--- src/rtl/leds_pkg.sv ---
// rtl/leds_pkg.sv - shared constants and helpers for the LED scanner/fader blocks
package leds_pkg;

   localparam int CHANNELS_DEF    = 8;
   localparam int PWM_BITS_DEF    = 8;
   localparam int DECAY_TICKS_DEF = 50_000;
   localparam int DECAY_STEP_DEF  = 16;

   // Full-brightness level for a given level width.
   function automatic int level_max(input int bits);
      return (1 << bits) - 1;
   endfunction

   // Last value the PWM counter reaches before wrapping (period = level_max).
   function automatic int pwm_max(input int bits);
      return (1 << bits) - 2;
   endfunction

   // Counter width able to hold 0..n-1, never narrower than one bit.
   function automatic int cnt_width(input int n);
      return (n > 1) ? $clog2(n) : 1;
   endfunction

endpackage

--- src/rtl/leds_tick_gen.sv ---
// rtl/leds_tick_gen.sv - free-running prescaler producing a one-cycle tick every TICKS cycles
module leds_tick_gen
   import leds_pkg::*;
#(
   parameter int TICKS = DECAY_TICKS_DEF
)(
   input  logic clock,
   input  logic reset_n,
   input  logic enable,
   output logic tick
);

   localparam int            CW   = cnt_width(TICKS);
   localparam logic [CW-1:0] LAST = CW'(TICKS - 1);

   logic [CW-1:0] tick_cnt;

   assign tick = enable & (tick_cnt == LAST);

   // Count 0..TICKS-1 and wrap; parked at 0 while disabled so restart is aligned.
   always_ff @(posedge clock or negedge reset_n) begin
      if (!reset_n) begin
         tick_cnt <= '0;
      end else if (!enable) begin
         tick_cnt <= '0;
      end else if (tick_cnt == LAST) begin
         tick_cnt <= '0;
      end else begin
         tick_cnt <= tick_cnt + 1'b1;
      end
   end

endmodule

--- src/rtl/leds_trail_fader.sv ---
// rtl/leds_trail_fader.sv - per-LED brightness with saturating decay, rendered by a shared PWM counter
module leds_trail_fader
   import leds_pkg::*;
#(
   parameter int CHANNELS    = CHANNELS_DEF,
   parameter int PWM_BITS    = PWM_BITS_DEF,
   parameter int DECAY_TICKS = DECAY_TICKS_DEF,
   parameter int DECAY_STEP  = DECAY_STEP_DEF
)(
   input  logic                clock,
   input  logic                reset_n,
   input  logic                enable,
   input  logic [CHANNELS-1:0] leds_in,
   output logic [CHANNELS-1:0] leds_out,
   output logic                pwm_period_start
);

   localparam logic [PWM_BITS-1:0] LEVEL_MAX = PWM_BITS'(level_max(PWM_BITS));
   localparam logic [PWM_BITS-1:0] PWM_LAST  = PWM_BITS'(pwm_max(PWM_BITS));
   localparam logic [PWM_BITS-1:0] STEP      = PWM_BITS'(DECAY_STEP);

   logic [CHANNELS-1:0] leds_in_q;
   logic [CHANNELS-1:0] above_cnt;
   logic [PWM_BITS-1:0] pwm_cnt;
   logic                decay_tick;

   leds_tick_gen #(
      .TICKS (DECAY_TICKS)
   ) u_decay_tick (
      .clock   (clock),
      .reset_n (reset_n),
      .enable  (enable),
      .tick    (decay_tick)
   );

   // Register the scanner pattern once before it drives the level logic.
   always_ff @(posedge clock or negedge reset_n) begin
      if (!reset_n) begin
         leds_in_q <= '0;
      end else begin
         leds_in_q <= leds_in;
      end
   end

   // Shared PWM counter 0..LEVEL_MAX-1; held at 0 while disabled.
   always_ff @(posedge clock or negedge reset_n) begin
      if (!reset_n) begin
         pwm_cnt <= '0;
      end else if (!enable) begin
         pwm_cnt <= '0;
      end else if (pwm_cnt == PWM_LAST) begin
         pwm_cnt <= '0;
      end else begin
         pwm_cnt <= pwm_cnt + 1'b1;
      end
   end

   for (genvar i = 0; i < CHANNELS; i++) begin : g_ch
      logic [PWM_BITS-1:0] level;

      // Lit input wins over a coincident decay tick; decay saturates at 0.
      always_ff @(posedge clock or negedge reset_n) begin
         if (!reset_n) begin
            level <= '0;
         end else if (!enable) begin
            level <= '0;
         end else if (leds_in_q[i]) begin
            level <= LEVEL_MAX;
         end else if (decay_tick) begin
            level <= (level > STEP) ? (level - STEP) : '0;
         end
      end

      assign above_cnt[i] = (level > pwm_cnt);
   end

   // Registered LED drive and period-start pulse; both forced low while disabled.
   always_ff @(posedge clock or negedge reset_n) begin
      if (!reset_n) begin
         leds_out         <= '0;
         pwm_period_start <= 1'b0;
      end else begin
         leds_out         <= enable ? above_cnt : '0;
         pwm_period_start <= enable & (pwm_cnt == '0);
      end
   end

endmodule

--- config.mk ---
export PLATFORM = sky130hd
export DESIGN_NAME = leds_trail_fader
export DESIGN_NICKNAME = d
export VERILOG_FILES = /design/src/rtl/leds_pkg.sv /design/src/rtl/leds_tick_gen.sv /design/src/rtl/leds_trail_fader.sv
export SDC_FILE = /design/constraint.sdc
export NUM_CORES = 1
export LEC_CHECK = 0
export ABC_AREA = 1
export CAP_MARGIN = 40
export CORE_MARGIN = 10
export CORE_UTILIZATION = 40
export DETAILED_ROUTE_END_ITERATION = 7
export PLACE_DENSITY_LB_ADDON = 0.08
export SLEW_MARGIN = 20
export SYNTH_ARGS = -nofsm -noshare
export SYNTH_HDL_FRONTEND = slang
export SYNTH_SLANG_ARGS = --single-unit
--- constraint.sdc ---
create_clock -name clock -period 1.95 [get_ports clock]
set_input_delay 0.39 -clock clock [delete_from_list [all_inputs] [get_ports clock]]
set_output_delay 0.39 -clock clock [all_outputs]
set_load 0.005 [all_outputs]
# Word level (Yosys, flattened, before mapping)

Cells that the tools add are included.

Reduce and logical (&&, ||, !) cells: 1
$lt $le $gt $ge: 16
Bitwise gates (word level): 2
Eq/ne operators: 10
Multiplexer cells: 37
Add/sub/neg operators: 10

Operator list:

| cell                                                | number |
|---|---|
| two-way mux 8 bit                                   | 35 |
| > comparator 8 x 5 -> 1 bit (second input constant) | 8 |
| > comparator 8 bit                                  | 8 |
| subtractor 8 x 5 -> 8 bit (second input constant)   | 8 |
| two-way mux 16 bit                                  | 2 |
| != test 3 x 1 -> 1 bit (second input constant)      | 8 |
| adder 16 x 1 -> 16 bit (second input constant)      | 1 |
| equality test 16 bit (second input constant)        | 1 |
| adder 8 x 1 -> 8 bit (second input constant)        | 1 |
| equality test 8 bit (second input constant)         | 1 |
| zero test 8 bit                                     | 1 |
| bitwise AND 1 bit                                   | 2 |

Register bits: 105
Output and inout port bits: 9
Input port bits: 11
Word-level logic and storage cells: 89

# Depth between registers and ports, before layout

Gate-level depths: netlist of run 1.

Word-level depth: 5
Gate-level depth with buffers: 9

# Cells and area by module

Synthesis of run 1 repeated with hierarchy kept, for this count alone.

Cell total of the unflattened synthesis: 798
Area, all modules: 5,884.4 um2

Modules (own cells, without submodules):

| module           | cells an instance | instances | area each (um2) |
|---|---|---|---|
| leds_trail_fader | 677               | 1         | 4,979.8 |
| leds_tick_gen    | 121               | 1         | 904.6 |

# Worst setup path before layout of run 1

Ideal clock, no wire load.

Path kind: flip-flop to flip-flop
From: register u_decay_tick.tick_cnt[0]
To: register g_ch[1].level[2]
Library setup time: 121 ps
Buffers on the path: 0
Cell stages (with the launch flop): 9
Required time: 1,829 ps
Slack: 555 ps
Clock period less this slack: 1,395 ps
Arrival time: 1,274 ps
Cells stage by stage: dfrtp_1 -> ha_1 -> nand2_1 -> nor2_2 -> nand3_1 -> nor2_1 -> nand2_1 -> nand3_1 -> nand2_1

Longest elaborated chain between the ends: 3

Ends and longest elaborated chain:

| element                                 | RTL line               | text |
|---|---|---|
| from (decl)                             | leds_tick_gen.sv:16    | `logic [CW-1:0] tick_cnt;` |
| from (signal assigned)                  | leds_tick_gen.sv:29    | `tick_cnt <= tick_cnt + 1'b1;` |
| equality test 16 bit                    | leds_tick_gen.sv:18    | `assign tick = enable & (tick_cnt == LAST);` |
| bitwise AND 1 bit                       | leds_tick_gen.sv:18    |  |
| != test 3 x 1 -> 1 bit (no source line) | -                      |  |
| to (signal assigned)                    | leds_trail_fader.sv:70 | `level <= (level > STEP) ? (level - STEP) : '0;` |
| to (decl)                               | leds_trail_fader.sv:59 | `logic [PWM_BITS-1:0] level;` |

Every way passes these cells.
A chain may end at the register's enable or synchronous reset.

# Final worst setup path of run 1

From: register pwm_cnt[6]
To: register leds_out[0]

Longest elaborated chain between the ends: 2

Ends and longest elaborated chain:

| element                | RTL line               | text |
|---|---|---|
| from (decl)            | leds_trail_fader.sv:24 | `logic [PWM_BITS-1:0] pwm_cnt;` |
| from (signal assigned) | leds_trail_fader.sv:54 | `pwm_cnt <= pwm_cnt + 1'b1;` |
| > comparator 8 bit     | leds_trail_fader.sv:74 | `assign above_cnt[i] = (level > pwm_cnt);` |
| two-way mux 8 bit      | leds_trail_fader.sv:83 | `leds_out <= enable ? above_cnt : '0;` |
| to (signal assigned)   | leds_trail_fader.sv:83 |  |
| to (decl)              | leds_trail_fader.sv:14 | `output logic [CHANNELS-1:0] leds_out,` |

Every way passes these cells.

==> qor.txt, run 1 <==
outcome -> finished clean
Finished Cell Area -> 0.00669 mm2
via count -> 5243
synthesized cell area -> 0.00585 mm2
clk_skew -> 0.0141 ns
critical path's slowest cell -> dfrtp_1
Rows -> 44
post-route minimum period -> 1.73 ns
final WL -> 14500 um
Hold Path Class -> flop to flop
antenna diode count -> 0
grt total ovfl -> 0
Net Count, Synth -> 889
Post-DRT Antenna Nets -> 0
Starting DRT DRC Count -> 237
Area after DPL -> 0.00639 mm2
Mean Syn Cell Area -> 7.37 um2
cells along the critical path -> inv_1 > buf_4 > ha_1 > nand2_1 > nor2_1 > nand3_1 > o21ai_0 > a21oi_1
die span in x -> 141 um
# nets final -> 928
setup TNS -> 0 ns
area grow syn2layout -> 14.4%
Yosys cell types -> 27
antenna violations before repair -> 0
IO Pins -> 20
Crit Path Max Fanout -> 6
post-CTS sizing -> 0
WHS -> 0.467 ns
yosys warns -> 0
Root Driver -> clkbuf_16
Clock Sinks -> 81
CP Capture Type -> flop
max cap viols -> 0
cts bufs inserted -> 9
largest net degree at the start of global routing -> 39
Seq cells post-synth -> 81
CP Data Required Time -> 2.18 ns
most common cell after layout, fill and taps aside -> nand2_1
VDD IR-drop max -> 0.378 mV
pre-CTS setup slack -> 0.157 ns
Die ar. -> 0.0199 mm2
PD cells -> 697 mW/mm2
fin. max-slew vios -> 0
port bufs -> 19
relative max-transition margin -> 62.7%
layout cells sized above 1 -> 5.62%
TritonCTS clock tree -> done
most frequent cells in the layout -> 200 x nand2_1, 102 x nor2_1, 98 x nand3_1
RSZ-0062 raised after global routing -> no
WL/cell -> 14.2 um
setup bufs post-CTS -> 0
gp weighted congestion -> 0.838
Die H -> 141 um
CP max stage delay -> 0.39 ns
global-route wire length before repair -> 24500 um
clk slew on worst S/H paths -> 0.07 ns
Syn Inst Count -> 794
final setup fails -> 0
Crit Path Category -> flop to flop
Hold Fails Final Rpt -> 0
Skew-Pair Late Insertion Delay -> 0.35 ns
sequential area share after synthesis -> 34.6%
startpoint types -> flop
number of global-route vias before repair -> 5109
Crit path buffers/inverters -> 2
crit path DAT -> 1.96 ns
Starting Density -> 40.6%
detailed placement HPWL -> 10400 um
Global Route Usage Sum -> 14.8%
fmax -> 0.578 GHz
Worst Tran Pin Value -> 0.559 ns
first-pass detailed-route iteration total -> 5
Leak Pwr -> 3.34 nW
H-tree levels -> 3
area of the core -> 0.0144 mm2
worst setup margin -> 0.220 ns
CP top delay family -> flip-flops
vias per inst -> 5.14
Longest Clk Path Bufs -> 2
DRC violations left -> 0
Tcrit/Tclk final -> 88.7%
layout make-up:
class	count	area, um2
Fill cell	1459	7730
Multi-Input combinational cell	608	3410
Sequential cell	81	2030
Timing Repair Buffer	38	370
Inverter	95	357
Clock buffer	10	239
Tap cell	184	230
Clock inverter	5	56.3
stage by stage:
stage	util (%)	power [W]	std cells
6_report	46.4	0.00466	1021
5_1_grt	46.4	0.00499	1021
4_1_cts	46.4	0.00473	1021
3_5_place_dp	44.3	0.00297	1005
3_3_place_gp	44.3	0.00293	1005
2_1_floorplan	-	0.00263	794
cell families after synthesis:
group                      share of synthesized area, %
adders and majority gates                          18.0
xor gates and xnor gates                           1.05
and+or+nand+nor                                    31.9
AOI/OAI and AO/OA                                  7.46
DFF                                                34.6
buffers and inverters                              7.01
worst register-to-register path, delay by kind of cell (launching register included):
kind | cells | cell delay [ns]
buf+inv | 2 | 0.39
compound gates | 2 | 0.22
simple gates | 3 | 0.33
fa+ha+maj | 1 | 0.27
flops | 1 | 0.39
routing by layer:
metal | track usage [%] | share of wire [%] | up-vias
met3 | 2.52 | 3.5 | 15
met1 | 19.1 | 48 | 2474
li1 | - | - | 2669
met4 | 5.49 | 1.5 | 0
met5 | 0 | 0 | -
met2 | 24.4 | 47 | 85
synth_stat cells, drive strengths merged:
cell type	instances	share of area, %
a31oi	1	0.11
a21oi	47	4.0
nor2	108	7.5
nor3	6	0.51
buf	5	0.60
xnor2	1	0.15
dfrtp	81	35
nor3b	1	0.13
nand4	13	1.4
xor2	6	0.90
clkbuf	5	0.32
nand3	99	8.6
o211ai	1	0.13
ha	84	18
inv	95	6.1
and2	5	0.53
o21a	9	1.2
nand2	203	13
o21ai	24	2.1
final timing paths:
| check | from | endpoint | slack, ns | cells past startpoint |
|---|---|---|---|---|
| min | u_decay_tick.tick_cnt[0]$_DFF_PN0_ | u_decay_tick.tick_cnt[0]$_DFF_PN0_ | 0.47 | 1 |
| max reg2reg | pwm_cnt[6]$_DFF_PN0_ | leds_out[0]$_DFF_PN0_ | 0.22 | 8 |
| max in group asynchronous | reset_n | u_decay_tick.tick_cnt[9]$_DFF_PN0_ | 0.79 | 3 |
| max | pwm_cnt[6]$_DFF_PN0_ | leds_out[0]$_DFF_PN0_ | 0.22 | 8 |
| min in group asynchronous | reset_n | g_ch[1].level[6]$_DFFE_PN0P_ | 0.53 | 2 |
| min reg2reg | u_decay_tick.tick_cnt[0]$_DFF_PN0_ | u_decay_tick.tick_cnt[0]$_DFF_PN0_ | 0.47 | 1 |
repair_timing:
action,CTS,global route
hold endpoints to repair,7,0
hold buffers,1,0
endpoints found under the setup margin,0,0
registers in the layout (all words and copies together) (netlist names):
| name | flops |
|---|---|
| g_ch.level | 40 |
| u_decay_tick.tick_cnt | 16 |
| leds_in_q | 8 |
| leds_out | 8 |
| pwm_cnt | 8 |
| pwm_period_start | 1 |
where the power goes:
part | internal, W | total [W] | switching, W
sequential | 0.00180 | 0.00194 | 0.000139
clock | 0.00102 | 0.00173 | 0.000709
combinational | 0.000433 | 0.000997 | 0.000564
No activity file was read; power rests on OpenSTA's default activity.
==> run 2: changes to the inputs <==
CORE_UTILIZATION = 62   (was 40)
==> run 2 against run 1 <==
  * Global-route usage grew 6.2 points
  * Sequential power about the same
  * Worst hold slack got worse by 0.44 ns
  * Critical path depth stayed put
  * Sequential share of layout area is 1.1 points higher
  * Largest power group unchanged
  * Sequential cell count unchanged
  * Via count up 0.38%
==> qor.txt, run 2 (synthesized netlist as in run 1, its figures left out) <==
grt total ovfl -> 0
global-route wire length before repair -> 23300 um
cts bufs inserted -> 9
most common cell after layout, fill and taps aside -> nand2_1
# nets final -> 922
Reg with most FFs -> g_ch.level
Hold Fails Final Rpt -> 0
gp weighted congestion -> 0.865
Root Driver -> clkbuf_8
H-tree levels -> 3
hold buffers post-CTS -> 0
final setup fails -> 0
Skew-Pair Late Insertion Delay -> 0.36 ns
Rows -> 35
setup bufs post-CTS -> 0
port bufs -> 19
antenna violations before repair -> 0
first-pass detailed-route iteration total -> 5
Global Route Usage Sum -> 21.0%
largest net degree at the start of global routing -> 45
Starting Density -> 63.6%
max FFs per register -> 40
Leak Pwr -> 3.27 nW
Crit Path Category -> flop to flop
critical path's slowest cell -> dfrtp_1
top flop regs -> g_ch.level: 40 flops, u_decay_tick.tick_cnt: 16 flops
Die H -> 117 um
fin. max-slew vios -> 0
Die ar. -> 0.0137 mm2
relative max-transition margin -> 60.4%
startpoint types -> flop
Starting DRT DRC Count -> 423
IO Pins -> 20
CP Capture Type -> flop
detailed placement HPWL -> 9900 um
die span in x -> 117 um
PD cells -> 664 mW/mm2
WL/cell -> 14.3 um
DRC violations left -> 0
final WL -> 13400 um
Worst R2R Setup Slack -> 0.24 ns
Longest Clk Path Bufs -> 2
TritonCTS clock tree -> done
Final Power -> 0.00429 W
reg2reg path depth -> 8
VDD IR-drop max -> 0.468 mV
RSZ-0062 raised after global routing -> no
area grow syn2layout -> 10.4%
CP max stage delay -> 0.40 ns
Crit path buffers/inverters -> 1
CP Data Required Time -> 2.24 ns
clk slew on worst S/H paths -> 0.08 ns
antenna diode count -> 0
crit path DAT -> 2.01 ns
most frequent cells in the layout -> 200 x nand2_1, 102 x nor2_1, 98 x nand3_1
area of the core -> 0.00920 mm2
via count -> 5263
outcome -> finished clean
Tcrit/Tclk final -> 87.9%
worst reg2reg startpoint -> u_decay_tick.tick_cnt[0]$_DFF_PN0_
CP top delay family -> simple AND/OR/NAND/NOR gates
post-CTS sizing -> 0
number of global-route vias before repair -> 5204
layout cells sized above 1 -> 4.81%
Post-DRT Antenna Nets -> 0
max cap viols -> 0
Hold Path Class -> primary input to asynchronous set/reset pin
reg-to-reg endpoint -> u_decay_tick.tick_cnt[13]$_DFF_PN0_
Crit Path Max Fanout -> 8
cells along the critical path -> ha_1 > nand3_2 > nor2_1 > nand2_1 > nand2_2 > inv_1 > nand2_1 > nor2_1
vias per inst -> 5.59
setup TNS -> 0 ns
Clock Sinks -> 81
fmax -> 0.583 GHz
Worst Tran Pin Value -> 0.594 ns
post-route minimum period -> 1.71 ns
clk_skew -> 0.0103 ns
==> run 2: cell count changes in the layout (fill, tap and decap cells not counted), moves of 2 or more <==
cell	previous run	this run
buf_4	16	12
clkbuf_8	1	10
clkbuf_1	0	2
clkbuf_16	9	0
==> run 2: layer usage <==
metal / vias to the layer above / GRT usage (%) / wire (um) / share of wire (%)
met2: 142 / 36.5 / 6680 / 50
met4: 0 / 8.73 / 278 / 2.1
met1: 2422 / 25.8 / 5830 / 43
met5: - / 0 / 0 / 0
li1: 2674 / - / - / -
met3: 25 / 2.50 / 656 / 4.9
==> run 2: worst max path at each step <==
stage                                       startpoint                             endpoint  slack (ns)  cells past startpoint
floorplan           u_decay_tick.tick_cnt[0]$_DFF_PN0_         g_ch[1].level[2]$_DFFE_PN0P_        0.56                      8
global placement                                enable                 pwm_cnt[6]$_DFF_PN0_        0.25                      4
detailed placement  u_decay_tick.tick_cnt[0]$_DFF_PN0_  u_decay_tick.tick_cnt[13]$_DFF_PN0_        0.19                      8
CTS                 u_decay_tick.tick_cnt[0]$_DFF_PN0_  u_decay_tick.tick_cnt[13]$_DFF_PN0_        0.19                      8
global route        u_decay_tick.tick_cnt[0]$_DFF_PN0_   u_decay_tick.tick_cnt[8]$_DFF_PN0_        0.06                      8
finish              u_decay_tick.tick_cnt[0]$_DFF_PN0_  u_decay_tick.tick_cnt[13]$_DFF_PN0_        0.24                      8
==> run 2: power breakdown <==
group          leakage (nW)  internal [W]  switching, W
Combinational          2.13      0.000431      0.000568
Sequential             1.04       0.00180      0.000131
Clock                 0.106      0.000749      0.000610
Total                  3.27       0.00298       0.00131
==> run 2: layout make-up <==
type	count	area [um2]
inverters	95	357
repair buffers	32	310
flip-flops and latches	81	2030
multi-input cells	608	3410
well taps	111	139
fillers	749	2740
clock inverters	3	65.1
clock buffers	12	145
==> run 2: through the flow <==
stage / std cells / instance area (um2) / hold WS [ns] / utilization, % / setup WS [ns]
3_5_place_dp: 927 / 6250 / 0.432 / 67.9 / 0.185
5_1_grt: 942 / 6460 / 0.0730 / 70.2 / 0.0614
2_1_floorplan: 794 / 5850 / 0.0944 / - / 0.555
3_3_place_gp: 927 / 6250 / 0.429 / 67.9 / 0.250
4_1_cts: 942 / 6460 / 0.0431 / 70.2 / 0.189
6_report: 942 / 6460 / 0.0235 / 70.2 / 0.236
